File: src/rtl/npc_ctrl.sv
// rtl/npc_ctrl.sv - next-PC / instruction sequencing controller
// Walks fetch, wait, decode, execute and writeback for each instruction, halting on ebreak, illegal opcode or fetch timeout.
module npc_ctrl #(
  parameter logic [31:0] RESET_PC      = 32'h8000_0000,
  parameter int          FETCH_TIMEOUT = 255
) (
  input  logic        clk,
  input  logic        rst,
  output logic        ifu_req_valid,
  input  logic        ifu_req_ready,
  output logic [31:0] ifu_req_addr,
  input  logic        ifu_resp_valid,
  input  logic [31:0] ifu_resp_inst,
  output logic [31:0] inst,
  input  logic [6:0]  opcode,
  output logic        alu_en,
  output logic        reg_wen,
  output logic [31:0] pc,
  output logic        halt,
  output logic [1:0]  halt_code,
  output logic [31:0] retire_cnt
);

  typedef enum logic [2:0] {
    S_FETCH  = 3'd0,
    S_WAIT   = 3'd1,
    S_DECODE = 3'd2,
    S_EXEC   = 3'd3,
    S_WB     = 3'd4,
    S_HALT   = 3'd5
  } state_t;

  localparam logic [6:0]  OP_IMM    = 7'b0010011;
  localparam logic [6:0]  OP_SYSTEM = 7'b1110011;
  localparam logic [31:0] EBREAK    = 32'h0010_0073;

  localparam logic [1:0] HC_NONE    = 2'd0;
  localparam logic [1:0] HC_EBREAK  = 2'd1;
  localparam logic [1:0] HC_ILLEGAL = 2'd2;
  localparam logic [1:0] HC_TIMEOUT = 2'd3;

  state_t      state;
  logic [31:0] tcnt;
  logic        timeout_hit;

  // Fires on the FETCH_TIMEOUT-th cycle spent in FETCH plus WAIT.
  assign timeout_hit = (tcnt + 32'd1) == 32'(FETCH_TIMEOUT);

  // Strobes decode the state register only; rst masks them during the reset cycle.
  assign ifu_req_valid = (state == S_FETCH) && !rst;
  assign alu_en        = (state == S_EXEC)  && !rst;
  assign reg_wen       = (state == S_WB)    && !rst;
  assign halt          = (state == S_HALT);
  assign ifu_req_addr  = pc;

  always_ff @(posedge clk) begin
    if (rst) begin
      state      <= S_FETCH;
      pc         <= RESET_PC;
      inst       <= 32'd0;
      retire_cnt <= 32'd0;
      halt_code  <= HC_NONE;
      tcnt       <= 32'd0;
    end else begin
      case (state)
        S_FETCH: begin
          if (timeout_hit) begin
            state     <= S_HALT;
            halt_code <= HC_TIMEOUT;
          end else begin
            tcnt <= tcnt + 32'd1;
            if (ifu_req_ready) state <= S_WAIT;
          end
        end
        S_WAIT: begin
          if (timeout_hit) begin
            state     <= S_HALT;
            halt_code <= HC_TIMEOUT;
          end else begin
            tcnt <= tcnt + 32'd1;
            if (ifu_resp_valid) begin
              inst  <= ifu_resp_inst;
              state <= S_DECODE;
            end
          end
        end
        S_DECODE: begin
          if (opcode == OP_IMM) begin
            state <= S_EXEC;
          end else if (opcode == OP_SYSTEM && inst == EBREAK) begin
            state     <= S_HALT;
            halt_code <= HC_EBREAK;
          end else begin
            state     <= S_HALT;
            halt_code <= HC_ILLEGAL;
          end
        end
        S_EXEC: begin
          state <= S_WB;
        end
        S_WB: begin
          pc         <= pc + 32'd4;
          retire_cnt <= retire_cnt + 32'd1;
          tcnt       <= 32'd0;
          state      <= S_FETCH;
        end
        S_HALT: begin
          state <= S_HALT;
        end
        default: begin
          state <= S_FETCH;
        end
      endcase
    end
  end

endmodule

File: config.mk
export PLATFORM = sky130hd
export DESIGN_NAME = npc_ctrl
export DESIGN_NICKNAME = d
export VERILOG_FILES = /design/src/rtl/npc_ctrl.sv
export SDC_FILE = /design/constraint.sdc
export NUM_CORES = 1
export LEC_CHECK = 0
export ABC_CLOCK_PERIOD_IN_PS = 9900
export BUFFER_PORTS_ARGS = -buffer_cell sky130_fd_sc_hd__buf_2
export CORE_ASPECT_RATIO = 2
export CORE_MARGIN = 2
export CORE_UTILIZATION = 58
export DETAILED_ROUTE_END_ITERATION = 10
export PLACE_DENSITY = 0.84
export SYNTH_ARGS = -nofsm -noshare
export SYNTH_HDL_FRONTEND = slang
export SYNTH_SLANG_ARGS = --single-unit
File: constraint.sdc
create_clock -name clk -period 9.9 [get_ports clk]
set_input_delay 0 -clock clk [delete_from_list [all_inputs] [get_ports clk]]
set_output_delay 0 -clock clk [all_outputs]
set_load 0.02 [all_outputs]
==> out/results.tsv, run 1 <==
metric	value	unit
run status	complete, no violations	
Num CTS Buffers	17	
worst reg2reg setup slack	5.39	ns
Row Count	57	
post-synthesis adder-cell area fraction	0.708	%
DRT Pass-1 Iters	8	
Seq pwr share	43.8	%
switching power	0.000320	W
initial core utilization	58.7	%
die height	160	um
register clock-pin slew on the reported worst setup and hold paths	0.06	ns
clk_skew	0.0128	ns
ranking of synthesized cells by area	dfxtp_1 37%, nand2b_1 6.2%, mux2i_1 5.7%	
setup bufs post-CTS	0	
clock tree buffer depth	2	
clock tree from TritonCTS	done	
largest net degree at the start of global routing	138	
# IOs	177	
ys async rst share	0	%
largest family of logic cells by synthesized area	simple AND/OR/NAND/NOR gates	
clk root buf	clkbuf_16	
worst path required time	10.20	ns
Design Power	0.00125	W
switching share of total power	25.6	%
first-pass GRT wire length	29500	um
Final Wtd Congestion	0.971	
Setup crit end kind	register	
Placed Cells	1070	
Hold Path Class	input pin to register	
fin nets	1023	
post-DR vias/cell	5.87	
Ys Warns	0	
post-placement setup slack	5.45	ns
leading area contributor after synthesis	dfxtp_1	
Final Hold Fails	0	
1st-iter DRT viols	450	
Ant. Diodes	0	
crit-path most repeated cell	buf_4	
CP peak stage delay	0.91	ns
area share of xor/xnor cells in the synthesized design	8.18	%
Leakage Power	3.44	nW
max_cap viols	0	
Synth top cells by count	131 x dfxtp_1, 77 x nor2_1, 70 x nand2b_1	
Worst EP arrival	4.82	ns
Global Route Usage Sum	28.5	%
clock power share	48.5	%
top-count cell post-synth	dfxtp_1	
Syn Area/Cell	8.47	um^2
Die X	82.1	um
# setup viols final	0	
RSZ-0062 raised after global routing	false	
slew of the pin with the lowest slew margin	1.15	ns
Port Buf Inserts	172	
area grow syn2layout	21.0	%
type of origin of the critical path	register	
Gate Count Post-Synth	835	
Avg WL per Cell	16.1	um
Critical-path top delay cell	nor4_4	
Fin Setup TNS	0	ns
Compound-Gate Fraction of Synth Area	7.72	%
Vias	6672	
Post-Synth Simple-Gate Area	32.9	%
CP Max Fanout	33	
fin crit period	4.51	ns
Yosys cell types	58	
DRT Wirelength	18300	um
GRT overflow	0	
worst setup margin	5.39	ns
fin cells	1136	
combinational share of power	7.7	%
design area	8550	um^2
post-synthesis mux area share	5.66	%
vias in the first global route	6251	
share of layout cells above drive strength 1	23.7	%
Core ar.	12100	um^2
initial antenna violation count	0	
CP Cell Sequence	ha_1, nand3_4, or4_1, nor3_2, a31oi_1, or4_4, nor4_4, buf_4, nor3_4, buf_4, o21ba_2	
PD cells	146	nW/um^2
Final period util	45.6	%
Top FF cell, synth	dfxtp_1	
Slew Viols, Final	0	
post-cts sizing count	0	
die area	13100	um^2
post-synthesis sequential area ratio	37.1	%
Pint	0.000933	W
Area after DPL	7640	um^2
VDD IR max	0.134	mV
Sink Count	131	
Detail Route Antenna Nets	0	
flops & latches, synth	131	
# DRC	0	
H-tree depth	4	
Rel. slew slack	23.1	%
synthesized area	7070	um^2
Detailed Place HPWL	12200	um
clock latency at the later pin of the worst-skew pair	0.42	ns
Post-synth EDFFs	0	
critical path type	register to register	
top-area cell type share of the netlist area	37.1	%
Max Fclk	222	MHz
state kept, by name, indices dropped and copies added (netlist names):
| name | cells |
|---|---|
| ifu_req_addr | 30 |
| state | 3 |
| halt_code | 2 |
| tcnt | 32 |
| inst | 32 |
| retire_cnt | 32 |
worst paths after layout:
path | startpoint | to | depth (start not counted)
hold / removal | ifu_resp_valid | state[0] | 4
hold reg to reg | inst[11] | inst[11] | 2
setup reg to reg | tcnt[0] | state[1] | 11
setup / recovery | tcnt[0] | state[1] | 11
power groups by stage:
stage                     logic (W)  registers (W)  clock network (W)
after floorplan           0.0000543       0.000565                  0
after global placement    0.0000826       0.000560                  0
after detailed placement  0.0000839       0.000560                  0
after CTS                 0.0000945       0.000549           0.000617
after global routing       0.000103       0.000551           0.000641
final                     0.0000961       0.000549           0.000607
layout by cell type, fill, tap and decap left out, types with 10 or more instances in the layout:
cell type        n
buf_2          171
dfxtp_1        131
nor2_1          77
nand2b_1        70
nand2_1         59
nand3_1         43
xor2_1          42
mux2i_1         40
dlygate4sd3_1   34
nand4_1         31
a21oi_1         31
xnor2_1         24
nor3_1          18
or3_1           18
or4_1           18
nor4_1          17
clkbuf_16       17
o31ai_1         13
or2_2           12
o21ai_0         12
and3_1          10
and4_1          10
worst max-delay path, delay by kind of cell (launching register included):
kind,cells,cell delay (ns)
AOI/OAI and AO/OA,2,0.38
adders and majority gates,1,0.29
buffers and inverters,2,0.71
DFF,1,0.44
and+or+nand+nor,6,2.56
through the flow:
stage | hold slack (ns) | util [%]
2_1_floorplan | 0.155 | -
3_3_place_gp | 0.261 | 63.4
3_5_place_dp | 0.267 | 63.4
4_1_cts | 0.0261 | 71.0
5_1_grt | 0.0525 | 71.0
6_report | 0.0498 | 71.0
per-layer routing:
metal  track usage, %  wire, um  vias to the layer above
met2             51.3      9910                      296
met5                0         0                        -
li1                 -         -                     3186
met4             13.7       911                        0
met1             29.8      6580                     3113
met3             6.16       928                       77
cell families after synthesis:
kind of cell             count (synthesis)
buffers and inverters                   97
adder cells (fa/ha/maj)                  4
multiplexers                            40
flip-flops                             131
other                                    1
XOR/XNOR                                66
AND/OR/NAND/NOR                        413
AO/OA/AOI/OAI                           83
what timing repair did:
action	CTS	global route
hold endpoints to repair	44	0
endpoints found under the setup margin	0	0
hold buffers	34	0
layout make-up:
cell class,instances,area [um^2]
Multi-Input combinational cell,610,3920
Fill cell,915,3500
Sequential cell,131,2620
Timing Repair Buffer,209,1230
Clock buffer,18,429
Tap cell,147,184
Clock inverter,14,143
Inverter,7,26.3
(Power assumes the default switching activity.)
==> run 2, diff against run 1 <==
==> config.mk (replaced) <==
export PLATFORM = sky130hd
export DESIGN_NAME = npc_ctrl
export DESIGN_NICKNAME = d
export VERILOG_FILES = /design/src/rtl/npc_ctrl.sv
export SDC_FILE = /design/constraint.sdc
export NUM_CORES = 1
export LEC_CHECK = 0
export ABC_AREA = 1
export ABC_CLOCK_PERIOD_IN_PS = 4600
export BUFFER_PORTS_ARGS = -buffer_cell sky130_fd_sc_hd__buf_2
export CORE_ASPECT_RATIO = 2
export CORE_MARGIN = 2
export CORE_UTILIZATION = 54
export DETAILED_ROUTE_END_ITERATION = 10
export PLACE_DENSITY = 0.79
export SYNTH_ARGS = -nofsm -noshare
export SYNTH_HDL_FRONTEND = slang
export SYNTH_SLANG_ARGS = --single-unit
==> constraint.sdc (replaced) <==
create_clock -name clk -period 4.6 [get_ports clk]
set_input_delay 0 -clock clk [delete_from_list [all_inputs] [get_ports clk]]
set_output_delay 0 -clock clk [all_outputs]
set_load 0.02 [all_outputs]
==> run 2 against run 1 <==
Against the previous run:
- sequential power up 120%
- critical endpoint is now inst[25]
- non-clock buffer count down 1
- fmax up 38%
- register-to-register slack worse by 4.1 ns
- final area up 0.89%
- largest power group unchanged
- sequential share of layout area down 0.27 points
- routed wire length up 8.1%
==> out/results.tsv, run 2 <==
metric	value	unit
Ys Warns	0	
area grow syn2layout	24.0	%
CP Cell Sequence	ha_1, nand2_2, nor2_4, nand2_4, nor2_1, nand3_1, nand2_1, nor2_1, nand2_1, nor2_2, nand3_2, nand2_2, nor2_2, o21ai_0, nor2_1	
leading area contributor after synthesis	dfxtp_1	
PD cells	358	nW/um^2
largest net degree at the start of global routing	68	
VDD IR max	0.289	mV
Die X	84.3	um
Syn Area/Cell	6.58	um^2
family with the most delay on the worst path	simple AND/OR/NAND/NOR gates	
top-count cell post-synth	nand2_1	
Avg WL per Cell	14.3	um
Gate Count Post-Synth	1058	
setup bufs post-CTS	0	
Top FF cell, synth	dfxtp_1	
# setup viols final	0	
Detailed Place HPWL	13800	um
Detail Route Antenna Nets	0	
max_cap viols	0	
vias in the first global route	7217	
Max Fclk	306	MHz
Largest regs	inst (32), retire_cnt (32), tcnt (32)	
# DRC	0	
flops & latches, synth	131	
Final period util	71.0	%
1st-iter DRT viols	454	
register clock-pin slew on the reported worst setup and hold paths	0.06	ns
GRT overflow	0	
DRT Wirelength	19800	um
share of layout cells above drive strength 1	19.0	%
post-cts sizing count	0	
Critical-path top delay cell	nor2_2	
Final Hold Fails	0	
Fin Setup TNS	0	ns
Num CTS Buffers	17	
# IOs	177	
Min Hold Slack	0.107	ns
run status	complete, no violations	
synthesized area	6960	um^2
initial antenna violation count	0	
Hold Path Class	input pin to register	
clock latency at the later pin of the worst-skew pair	0.43	ns
clk root buf	clkbuf_16	
Vias	7516	
CP peak stage delay	0.91	ns
die area	13900	um^2
Final Wtd Congestion	0.909	
ranking of synthesized cells by area	dfxtp_1 38%, nand2_1 13%, nor2_1 10%	
worst path required time	4.96	ns
post-synthesis sequential area ratio	37.7	%
Core ar.	12600	um^2
RSZ-0062 raised after global routing	false	
Port Buf Inserts	172	
Setup crit end kind	register	
H-tree depth	4	
Synth top cells by count	238 x nand2_1, 189 x nor2_1, 131 x dfxtp_1	
initial core utilization	55.5	%
CP Max Fanout	32	
DRT Pass-1 Iters	6	
most frequent cells in the layout	238 x nand2_1, 189 x nor2_1, 172 x buf_2	
Design Power	0.00309	W
critical path type	register to register	
top-area cell type share of the netlist area	37.7	%
first-pass GRT wire length	32100	um
slew of the pin with the lowest slew margin	1.21	ns
Global Route Usage Sum	28.4	%
Post-synth EDFFs	0	
CP Buf/Inv Count	0	
commonest non-fill, non-tap cell in the layout	nand2_1	
ys async rst share	0	%
Row Count	58	
Ant. Diodes	0	
fin crit period	3.26	ns
Sink Count	131	
clock tree from TritonCTS	done	
hold_buf cts	34	
Worst EP arrival	3.63	ns
Yosys cell types	42	
die height	165	um
Slew Viols, Final	0	
fin nets	1272	
post-DR vias/cell	5.42	
Rel. slew slack	19.4	%
crit-path most repeated cell	nor2_1	
Leakage Power	3.82	nW
type of origin of the critical path	register	
clk_skew	0.00946	ns
clock tree buffer depth	2	
==> run 2: cell count changes after synthesis, sizes merged, moves of 34 or more <==
| cell | change |
|---|---|
| nor2 | +124 |
| xor2 | -34 |
| inv | +106 |
| nand2 | +186 |
| nand2b | -70 |
| o21ai | +48 |
| mux2i | -40 |
==> run 2: metal layers <==
metal,vias up,share of wire (%),wire length [um],track usage [%]
met5,-,0,0,0
met1,3443,36,7150,27.9
met4,0,5.5,1090,17.9
met2,272,54,10700,53.6
met3,90,4.6,913,5.40
li1,3711,-,-,-
==> run 2: layout make-up <==
class | count | area [um^2]
Clock buffer | 18 | 439
Clock inverter | 13 | 220
Fill cell | 1085 | 3920
Inverter | 114 | 428
Multi-Input combinational cell | 753 | 3520
Sequential cell | 131 | 2620
Tap cell | 150 | 188
Timing Repair Buffer | 208 | 1220
==> run 2: logic make-up (layout without fill, tap and decap cells) <==
| group | Yosys count | after routing | share of synthesized area [%] |
|---|---|---|---|
| and+or+nand+nor | 596 | 596 | 37.8 |
| buffers and inverters | 177 | 353 | 12.0 |
| AOI/OAI and AO/OA | 139 | 139 | 10.5 |
| DFF | 131 | 131 | 37.7 |
| xor gates and xnor gates | 10 | 10 | 1.26 |
| adders and majority gates | 4 | 4 | 0.719 |
| other | 1 | 4 | 0.0539 |
==> run 2: worst register-to-register path, cell delays in order, from the launching register on <==
cell     delay (ns)
dfxtp_1        0.40
ha_1           0.24
nand2_2        0.10
nor2_4         0.20
nand2_4        0.10
nor2_1         0.21
nand3_1        0.12
nand2_1        0.12
nor2_1         0.05
nand2_1        0.07
nor2_2         0.06
nand3_2        0.12
nand2_2        0.10
nor2_2         0.91
o21ai_0        0.28
nor2_1         0.14
==> run 2: through the flow <==
step	area (um^2)	util (%)	worst slack, ns	cells
3_3_place_gp	7630	60.8	1.56	1322
4_1_cts	8630	68.7	1.46	1387
3_5_place_dp	7630	60.8	1.48	1322
5_1_grt	8630	68.7	0.961	1387
2_1_floorplan	6970	-	2.33	1061
6_report	8630	68.7	1.34	1387
==> run 2: worst paths after layout <==
| check | start | end | slack (ns) | cells after the start |
|---|---|---|---|---|
| min reg2reg | retire_cnt[31] | retire_cnt[31] | 0.47 | 2 |
| max reg2reg | tcnt[1] | inst[25] | 1.34 | 15 |
| min | opcode[4] | state[2] | 0.11 | 5 |
| max | tcnt[1] | inst[25] | 1.34 | 15 |
==> run 2: where the power goes <==
group | internal, W | leakage (nW) | total [W] | switching [W]
registers | 0.00118 | 1.06 | 0.00122 | 0.0000432
clock network | 0.000985 | 0.323 | 0.00153 | 0.000544
logic | 0.000114 | 2.44 | 0.000333 | 0.000219
